==> src/rtl/seq_alu.sv <==
// Multi-cycle unsigned add/sub/mul/div unit with valid/ready handshakes on both sides.
// Mul is shift-add LSB-first, div is restoring MSB-first; both take WIDTH iterations.
module seq_alu #(
  parameter int WIDTH = 8
) (
  input  logic               clk,
  input  logic               rst,
  input  logic               in_valid,
  output logic               in_ready,
  input  logic [WIDTH-1:0]   a,
  input  logic [WIDTH-1:0]   b,
  input  logic [1:0]         op,
  output logic               out_valid,
  input  logic               out_ready,
  output logic [2*WIDTH-1:0] result,
  output logic               error
);

  localparam int CW = (WIDTH > 2) ? $clog2(WIDTH) : 1;
  localparam logic [CW-1:0] LAST = CW'(WIDTH - 1);

  typedef enum logic [1:0] {S_IDLE, S_LOAD, S_BUSY, S_DONE} state_t;

  state_t                 state, state_nx;
  logic [1:0]             op_p0;
  logic [WIDTH-1:0]       a_p0, b_p0;
  logic [2*WIDTH-1:0]     acc_p0, mcand_p0, acc_nx;
  logic [WIDTH-1:0]       mplier_p0, rem_p0, quo_p0;
  logic [2*WIDTH-1:0]     div_nx;
  logic [CW-1:0]          cnt_p0;
  logic                   div_zero, quick;

  // Single-cycle results: add, sub, and the zero result of divide-by-zero.
  function automatic logic [2*WIDTH-1:0] quick_result(input logic [1:0] f_op,
                                                      input logic [WIDTH-1:0] f_a,
                                                      input logic [WIDTH-1:0] f_b);
    logic [2*WIDTH-1:0] xa, xb;
    xa = {{WIDTH{1'b0}}, f_a};
    xb = {{WIDTH{1'b0}}, f_b};
    case (f_op)
      2'b00:   quick_result = xa + xb;
      2'b01:   quick_result = xa - xb;
      default: quick_result = '0;
    endcase
  endfunction

  // One restoring-division step; returns {remainder, quotient}.
  function automatic logic [2*WIDTH-1:0] div_step(input logic [WIDTH-1:0] f_rem,
                                                  input logic [WIDTH-1:0] f_quo,
                                                  input logic [WIDTH-1:0] f_div);
    logic [WIDTH:0] sh, diff;
    sh   = {f_rem, f_quo[WIDTH-1]};
    diff = sh - {1'b0, f_div};
    if (!diff[WIDTH]) div_step = {diff[WIDTH-1:0], f_quo[WIDTH-2:0], 1'b1};
    else              div_step = {sh[WIDTH-1:0],   f_quo[WIDTH-2:0], 1'b0};
  endfunction

  assign div_zero = (op_p0 == 2'b11) && (b_p0 == '0);
  assign quick    = !op_p0[1] || div_zero;
  assign acc_nx   = mplier_p0[0] ? acc_p0 + mcand_p0 : acc_p0;
  assign div_nx   = div_step(rem_p0, quo_p0, b_p0);

  always_ff @(posedge clk) begin
    if (rst) state <= S_IDLE;
    else     state <= state_nx;
  end

  always_comb begin
    state_nx = state;
    case (state)
      S_IDLE: if (in_valid)          state_nx = S_LOAD;
      S_LOAD:                        state_nx = quick ? S_DONE : S_BUSY;
      S_BUSY: if (cnt_p0 == LAST)    state_nx = S_DONE;
      S_DONE: if (out_ready)         state_nx = S_IDLE;
      default:                       state_nx = S_IDLE;
    endcase
  end

  always_comb begin
    in_ready = (state == S_IDLE) && !rst;
  end

  always_ff @(posedge clk) begin
    if (rst) begin
      op_p0     <= '0;
      a_p0      <= '0;
      b_p0      <= '0;
      acc_p0    <= '0;
      mcand_p0  <= '0;
      mplier_p0 <= '0;
      rem_p0    <= '0;
      quo_p0    <= '0;
      cnt_p0    <= '0;
      out_valid <= 1'b0;
      result    <= '0;
      error     <= 1'b0;
    end else begin
      case (state)
        // Stage p0: latch the operation and seed both iterative datapaths.
        S_IDLE: if (in_valid) begin
          op_p0     <= op;
          a_p0      <= a;
          b_p0      <= b;
          acc_p0    <= '0;
          mcand_p0  <= {{WIDTH{1'b0}}, a};
          mplier_p0 <= b;
          rem_p0    <= '0;
          quo_p0    <= a;
          cnt_p0    <= '0;
        end
        S_LOAD: begin
          cnt_p0 <= '0;
          if (quick) begin
            out_valid <= 1'b1;
            error     <= div_zero;
            result    <= quick_result(op_p0, a_p0, b_p0);
          end
        end
        S_BUSY: begin
          acc_p0    <= acc_nx;
          mcand_p0  <= mcand_p0 << 1;
          mplier_p0 <= mplier_p0 >> 1;
          rem_p0    <= div_nx[2*WIDTH-1:WIDTH];
          quo_p0    <= div_nx[WIDTH-1:0];
          cnt_p0    <= cnt_p0 + CW'(1);
          if (cnt_p0 == LAST) begin
            out_valid <= 1'b1;
            error     <= 1'b0;
            result    <= op_p0[0] ? div_nx : acc_nx;
          end
        end
        S_DONE: if (out_ready) begin
          out_valid <= 1'b0;
          error     <= 1'b0;
        end
        default: ;
      endcase
    end
  end

endmodule

==> config.mk <==
export PLATFORM = sky130hd
export DESIGN_NAME = seq_alu
export DESIGN_NICKNAME = d
export VERILOG_FILES = /design/src/rtl/seq_alu.sv
export SDC_FILE = /design/constraint.sdc
export NUM_CORES = 1
export LEC_CHECK = 0
export ABC_AREA = 1
export CAP_MARGIN = 20
export CORE_ASPECT_RATIO = 0.75
export CORE_MARGIN = 5
export CORE_UTILIZATION = 60
export CTS_BUF_LIST = sky130_fd_sc_hd__clkbuf_16
export DETAILED_ROUTE_END_ITERATION = 8
export GPL_TIMING_DRIVEN = 0
export MAX_ROUTING_LAYER = met4
export PLACE_DENSITY_LB_ADDON = 0.12
export SLEW_MARGIN = 20
export SYNTH_ARGS = -nofsm -noshare
export SYNTH_HDL_FRONTEND = slang
export SYNTH_SLANG_ARGS = --single-unit
==> constraint.sdc <==
create_clock -name clk -period 3.2 [get_ports clk]
set_clock_uncertainty 0.1 [all_clocks]
set_input_delay 0.64 -clock clk [delete_from_list [all_inputs] [get_ports clk]]
set_output_delay 0.64 -clock clk [all_outputs]
set_load 0.1 [all_outputs]
==> results of run 1 <==
==> power by group <==
part	switching [mW]	total (mW)	internal, mW
logic	2.79	3.89	1.10
clock network	0.503	1.04	0.536
registers	0.204	1.70	1.49
==> state kept, by name (all words and copies together), names as in the netlist <==
register,flops
rem_p0,8
quo_p0,8
result,16
a_p0,8
cnt_p0,3
b_p0,8
op_p0,2
mplier_p0,8
mcand_p0,16
error,1
acc_p0,16
state,2
out_valid,1
==> how the worst min path moves through the flow <==
stage	from	to	depth (start not counted)
final	mplier_p0[7]	mplier_p0[7]	2
after global routing	mplier_p0[6]	mplier_p0[5]	2
after CTS	mplier_p0[7]	mplier_p0[7]	2
after detailed placement	mplier_p0[7]	mplier_p0[7]	2
after global placement	mplier_p0[7]	mplier_p0[7]	2
after floorplan	mplier_p0[7]	mplier_p0[7]	2
==> layout make-up <==
cell class	count	area share
Tap cell	136	0.0237
Clock inverter	7	0.00750
Timing Repair Buffer	40	0.0560
Multi-Input combinational cell	720	0.524
Clock buffer	9	0.0314
Sequential cell	97	0.271
Buffer	44	0.0310
Inverter	106	0.0555
==> timing repair <==
item | CTS | global route
gates resized for setup | 3 | 0
endpoints found under the setup margin | 1 | 1
gates cloned | 0 | 0
==> placed cells by master (no fill, tap or decap), types with 3 or more instances in the layout <==
master / count
nand2_1: 299
a21oi_1: 107
inv_1: 103
dfxtp_1: 97
nand3_1: 75
o21ai_0: 72
ha_1: 46
nor2_1: 39
clkdlybuf4s50_1: 39
clkbuf_1: 19
buf_2: 17
a31oi_1: 17
clkbuf_16: 9
o21a_1: 8
nand4_1: 7
xor2_1: 7
nand2_2: 6
nor3_1: 4
fa_1: 4
buf_4: 3
nand3_2: 3
inv_2: 3
==> critical path: cells and delay by family <==
kind | cells | cell delay (ns)
buffers and inverters | 3 | 1.26
and+or+nand+nor | 1 | 0.12
==> cells by family (layout without fill, tap and decap cells) <==
family | Yosys count | count (layout) | share of synthesized area
AOI/OAI and AO/OA | 219 | 219 | 0.187
xor gates and xnor gates | 9 | 9 | 0.0125
adders and majority gates | 50 | 50 | 0.104
buffers and inverters | 151 | 206 | 0.0987
DFF | 97 | 97 | 0.307
muxes | 1 | 1 | 0.00158
and+or+nand+nor | 441 | 441 | 0.290
==> stage by stage <==
| step | cell area [um2] | hold WS [ns] | cells | util |
|---|---|---|---|---|
| after global placement | 6900 | 0.354 | 1144 | 0.670 |
| after CTS | 7180 | 0.368 | 1160 | 0.698 |
| after global routing | 7170 | 0.385 | 1159 | 0.697 |
| after detailed placement | 6900 | 0.357 | 1144 | 0.670 |
| final | 7170 | 0.368 | 1159 | 0.697 |
| after floorplan | 6330 | 0.340 | 968 | - |
==> routing by layer <==
metal / up-vias / global-route usage / routed length [um]
met5: - / - / 0
met4: 0 / 0.0847 / 432
met3: 37 / 0.0693 / 2180
met2: 358 / 0.413 / 7550
met1: 2979 / 0.462 / 8740
li1: 3277 / - / -
==> summary.md, run 1 <==
| Metric | Value |
|---|---|
| GRT overflow | 0 |
| Synth cell count leaders | 299 x nand2_1, 107 x a21oi_1, 103 x inv_1 |
| Die Area | about 0.013 mm2 |
| F_max | 361 MHz |
| Leakage | 3.42 nW |
| Worst slew margin | 0.351 |
| Post-synth ARST share | 0 |
| Status | finished, final reports clean |
| Syn_nets | 1040 |
| Design Power | roughly 6.6 mW |
| FF-to-FF setup slack | around 0.75 ns |
| Count leader, synth | nand2_1 |
| Final Worst Setup Slack | about 0.43 ns |
| TritonCTS clock tree | yes |
| Final hold vios | 0 |
| CTS clk-pin slew, worst paths | approximately 0.070 ns |
| DRC viols | 0 |
| Critical Path Start Type | primary input |
| GP Congestion | roughly 1.0 |
| Syn. warnings | 0 |
| Port Buffers | 40 |
| Drt pass-1 iters | 6 |
| Crit. Startpoint | rst |
| # clock sinks | 97 |
| Post-CTS Hold Fix Bufs | 0 |
| Die width | 129 um |
| Io pins | between 40 and 50 |
| Worst-margin pin slew | between 0.9 and 1 ns |
| Core area | a little over 0.01 mm2 |
| Final nets | approximately 1100 |
| Pin count of the biggest net entering global routing | 18 |
| Total Wirelength | around 19 mm |
| Area of the multi-input gates | approximately 0.0038 mm2 |
| End point of the critical path | in_ready |
| Post-synth top area share | 0.307 |
| Worst R2R Path Depth | 13 |
| Total number of vias | ~6700 |
| Post-synth EDFFs | 0 |
| Initial antenna violation count | 0 |
| Vias/cell | approximately 5.7 |
| Post-route ant nets | 0 |
| Slowest stage cell, crit path | clkdlybuf4s15_2 |
| Sequential cell area | just under 0.002 mm2 |
| Hold crit path type | reg -> reg |
| Row count | 32 |
| Fin. max-slew vios | 0 |
| Post-synth top area cell | dfxtp_1 |
| DP HPWL | about 15 mm |
| Register bit total from synthesis | 97 |
| Clock root buffer | clkbuf_16 |
| Reg2reg start | b_p0[0] |
| Post-synthesis cell area | ~0.0063 mm2 |
| Cell Chain, Critical Path | clkdlybuf4s50_1, clkbuf_8, nor2_1, clkdlybuf4s15_2 |
| Synth unique cells | 43 |
| Setup violators final | 0 |
| Setup Total Neg Slack | 0 ns |
| Share of layout cells above drive strength 1 | 0.0567 |
| FILL cells | ~930 |
| Die height | between 90 and 100 um |
| First-pass GRT wire length | about 30 mm |
| Area contributors post-synth | dfxtp_1 31%, nand2_1 18%, ha_1 9.1%, a21oi_1 8.5%, inv_1 6.1% |
| Max Cap Viol | 0 |
| Worst path max stage delay | roughly 0.56 ns |
| Synth Area per Inst | 6.54 um2 |
| Dominant synthesized flop cell | dfxtp_1 |
| Num CTS Buffers | 9 |
| CTS H-tree lvls | 3 |
| Synth Instances | between 900 and 1000 |
| Worst setup EP type | output port |
| Syn-to-layout area delta | 13.4% |
| WP data arrival | slightly above 2 ns |
| Fin crit share | 0.865 |
| Power Dens Cells | a little over 900 mW/mm2 |
| Clock buffer depth | 2 |
| Worst-Skew Late Latency | approximately 0.35 ns |
| CP Data Required Time | approximately 2.5 ns |
| WL per Instance | 16.3 um |
| Number of global-route vias before repair | 5815 |
| Peak VDD IR | ~0.62 mV |
| FF-to-FF End | result[0] |
| Diodes inserted | 0 |
| Initial DRC count | 758 |
| Worst-path fanout max | 19 |
| Post-synthesis sequential area ratio | 0.307 |
| Setup slack at placement | -0.463 ns |
| RSZ-0062 raised after global routing | no |
| Tot GR Track Use | 0.309 |
| Crit path kind | in -> out |
| Postcts setup bufs | 0 |
| Tmin final | roughly 2.8 ns |
| Initial Utilization | 0.615 |
Power figures use the tool's default switching activity.
==> inputs of run 2 (changes only) <==
--- a/config.mk
+++ b/config.mk
@@ -14,7 +14,7 @@
 export DETAILED_ROUTE_END_ITERATION = 8
 export GPL_TIMING_DRIVEN = 0
 export MAX_ROUTING_LAYER = met4
-export PLACE_DENSITY_LB_ADDON = 0.12
+export PLACE_DENSITY = 0.81
 export SLEW_MARGIN = 20
 export SYNTH_ARGS = -nofsm -noshare
 export SYNTH_HDL_FRONTEND = slang
==> run 2 against run 1 <==
  * Sequential power about the same
  * Maximum frequency decreased by 0.80%
  * Hold slack got worse by 0.0023 ns
  * Critical path depth unchanged
  * Die area unchanged
  * Non-clock buffer count unchanged
  * Via count about the same
  * Core utilization increased by 0.16 points
==> summary.md, run 2 (synthesis results as in run 1) <==
| Metric | Value |
|---|---|
| Io pins | between 40 and 50 |
| Hold crit path type | reg -> reg |
| Dpl cells | about 1100 |
| WP data arrival | just over 2 ns |
| Worst-margin pin slew | about 1 ns |
| Commonest non-fill, non-tap cell in the layout | nand2_1 |
| # clock sinks | 97 |
| Final Worst Setup Slack | between 0.4 and 0.5 ns |
| Port Buffers | 40 |
| Core Util, Final | 0.699 |
| CTS clk-pin slew, worst paths | around 0.06 ns |
| Clock root buffer | clkbuf_16 |
| Max Cap Viol | 0 |
| Worst setup EP type | output port |
| Diodes inserted | 0 |
| Initial antenna violation count | 0 |
| Clock power share | 0.162 |
| Final hold vios | 0 |
| GP Congestion | ~1.0 |
| Crit path kind | in -> out |
| Initial Utilization | 0.615 |
| TritonCTS clock tree | yes |
| Clock buffer depth | 2 |
| Leakage | about 3.4 nW |
| Worst slew margin | 0.346 |
| Post-route ant nets | 0 |
| Share of layout cells above drive strength 1 | 0.0557 |
| Initial DRC count | 870 |
| Setup violators final | 0 |
| Final nets | ~1100 |
| Most frequent cells in the layout | 299 x nand2_1, 107 x a21oi_1, 104 x inv_1, 97 x dfxtp_1, 75 x nand3_1 |
| Vias/cell | roughly 5.7 |
| Drt pass-1 iters | 6 |
| Postcts setup bufs | 0 |
| Worst-Skew Late Latency | around 0.35 ns |
| Setup slack at placement | -0.525 ns |
| Switch share | 0.522 |
| Sw power | 3.49 mW |
| Die height | between 90 and 100 um |
| F_max | 358 MHz |
| Fin crit share | 0.872 |
| CP Data Required Time | 2.46 ns |
| DP HPWL | 15.0 mm |
| Worst-path fanout max | 19 |
| Die Area | about 0.013 mm2 |
| Post-CTS Hold Fix Bufs | 0 |
| First-pass GRT wire length | slightly above 30 mm |
| WL per Instance | 16.4 um |
| Cell Int Power | around 3.2 mW |
| Final Non-Filler Cells | ~1200 |
| Core area | about 0.010 mm2 |
| Total number of vias | 6657 |
| Power share of the sequential group | 0.254 |
| DRC viols | 0 |
| Peak VDD IR | about 0.84 mV |
| Status | finished, final reports clean |
| Num CTS Buffers | 9 |
| Tot GR Track Use | 0.314 |
| CTS H-tree lvls | 3 |
| Row count | 32 |
| Final instance area | 0.00719 mm2 |
| Power Dens Cells | ~930 mW/mm2 |
| Total Wirelength | about 19 mm |
| Pin count of the biggest net entering global routing | 20 |
| Largest registers | acc_p0: 16 flops, mcand_p0: 16 flops, result: 16 flops |
| Fin. max-slew vios | 0 |
| RSZ-0062 raised after global routing | no |
| GRT overflow | 0 |
| Tmin final | around 2.8 ns |
| Post-placement cell area | a little under 0.007 mm2 |
| Syn-to-layout area delta | 13.6% |
| Comb pwr share | 0.584 |
| Number of global-route vias before repair | approximately 5900 |
| Critical Path Start Type | primary input |
| Die width | between 100 and 150 um |
==> run 2: cell count changes in the layout (fill, tap and decap cells not counted), sizes merged <==
cell / delta
clkinvlp: +1
clkinv: -1
bufinv: +1
inv: -1
==> run 2: layout make-up <==
cell class                      instances  area [um2]
Tap cell                              136         170
Sequential cell                        97        1940
Timing Repair Buffer                   40         402
Clock inverter                          7        70.1
Inverter                              106         398
Fill cell                             925        3100
Multi-Input combinational cell        720        3760
Clock buffer                            9         225
Buffer                                 44         223
==> run 2: path summary, 6_finish.rpt <==
path                     start      endpoint  slack, ns  cells after the start
setup reg to reg       b_p0[0]    result[11]       0.72                     13
setup / recovery           rst      in_ready       0.41                      4
hold / removal    mplier_p0[7]  mplier_p0[7]       0.37                      2
hold reg to reg   mplier_p0[7]  mplier_p0[7]       0.37                      2
==> run 2: routing by layer <==
| metal | vias to the layer above | track usage | share of wire |
|---|---|---|---|
| met4 | 0 | 0.0613 | 0.015 |
| met2 | 349 | 0.442 | 0.41 |
| met1 | 3009 | 0.460 | 0.46 |
| li1 | 3275 | - | - |
| met5 | - | - | 0 |
| met3 | 24 | 0.0715 | 0.11 |
==> run 2: per-stage QoR <==
stage | hold WS (ns) | total power, mW | setup TNS (ns)
after floorplan | 0.340 | 4.52 | 0
after global placement | 0.353 | 5.46 | -0.511
after detailed placement | 0.362 | 5.52 | -0.525
after CTS | 0.370 | 6.61 | 0
after global routing | 0.390 | 7.13 | 0
final | 0.366 | 6.69 | 0
==> run 2: repair_timing <==
action | CTS | global route
resized for setup | 3 | 0
hold endpoints to repair | 0 | 0
endpoints found under the setup margin | 1 | 0
==> run 2: critical path, cell delays in order <==
cell             delay, ns
clkdlybuf4s50_1       0.48
clkbuf_8              0.24
nor2_1                0.12
clkdlybuf4s15_2       0.56
==> run 2: power groups by stage <==
stage | clock [mW] | combinational, mW | sequential [mW]
2_1_floorplan | 0 | 2.16 | 2.36
3_3_place_gp | 0 | 3.75 | 1.71
3_5_place_dp | 0 | 3.80 | 1.72
4_1_cts | 1.09 | 3.82 | 1.69
5_1_grt | 1.15 | 4.25 | 1.74
6_report | 1.09 | 3.91 | 1.70
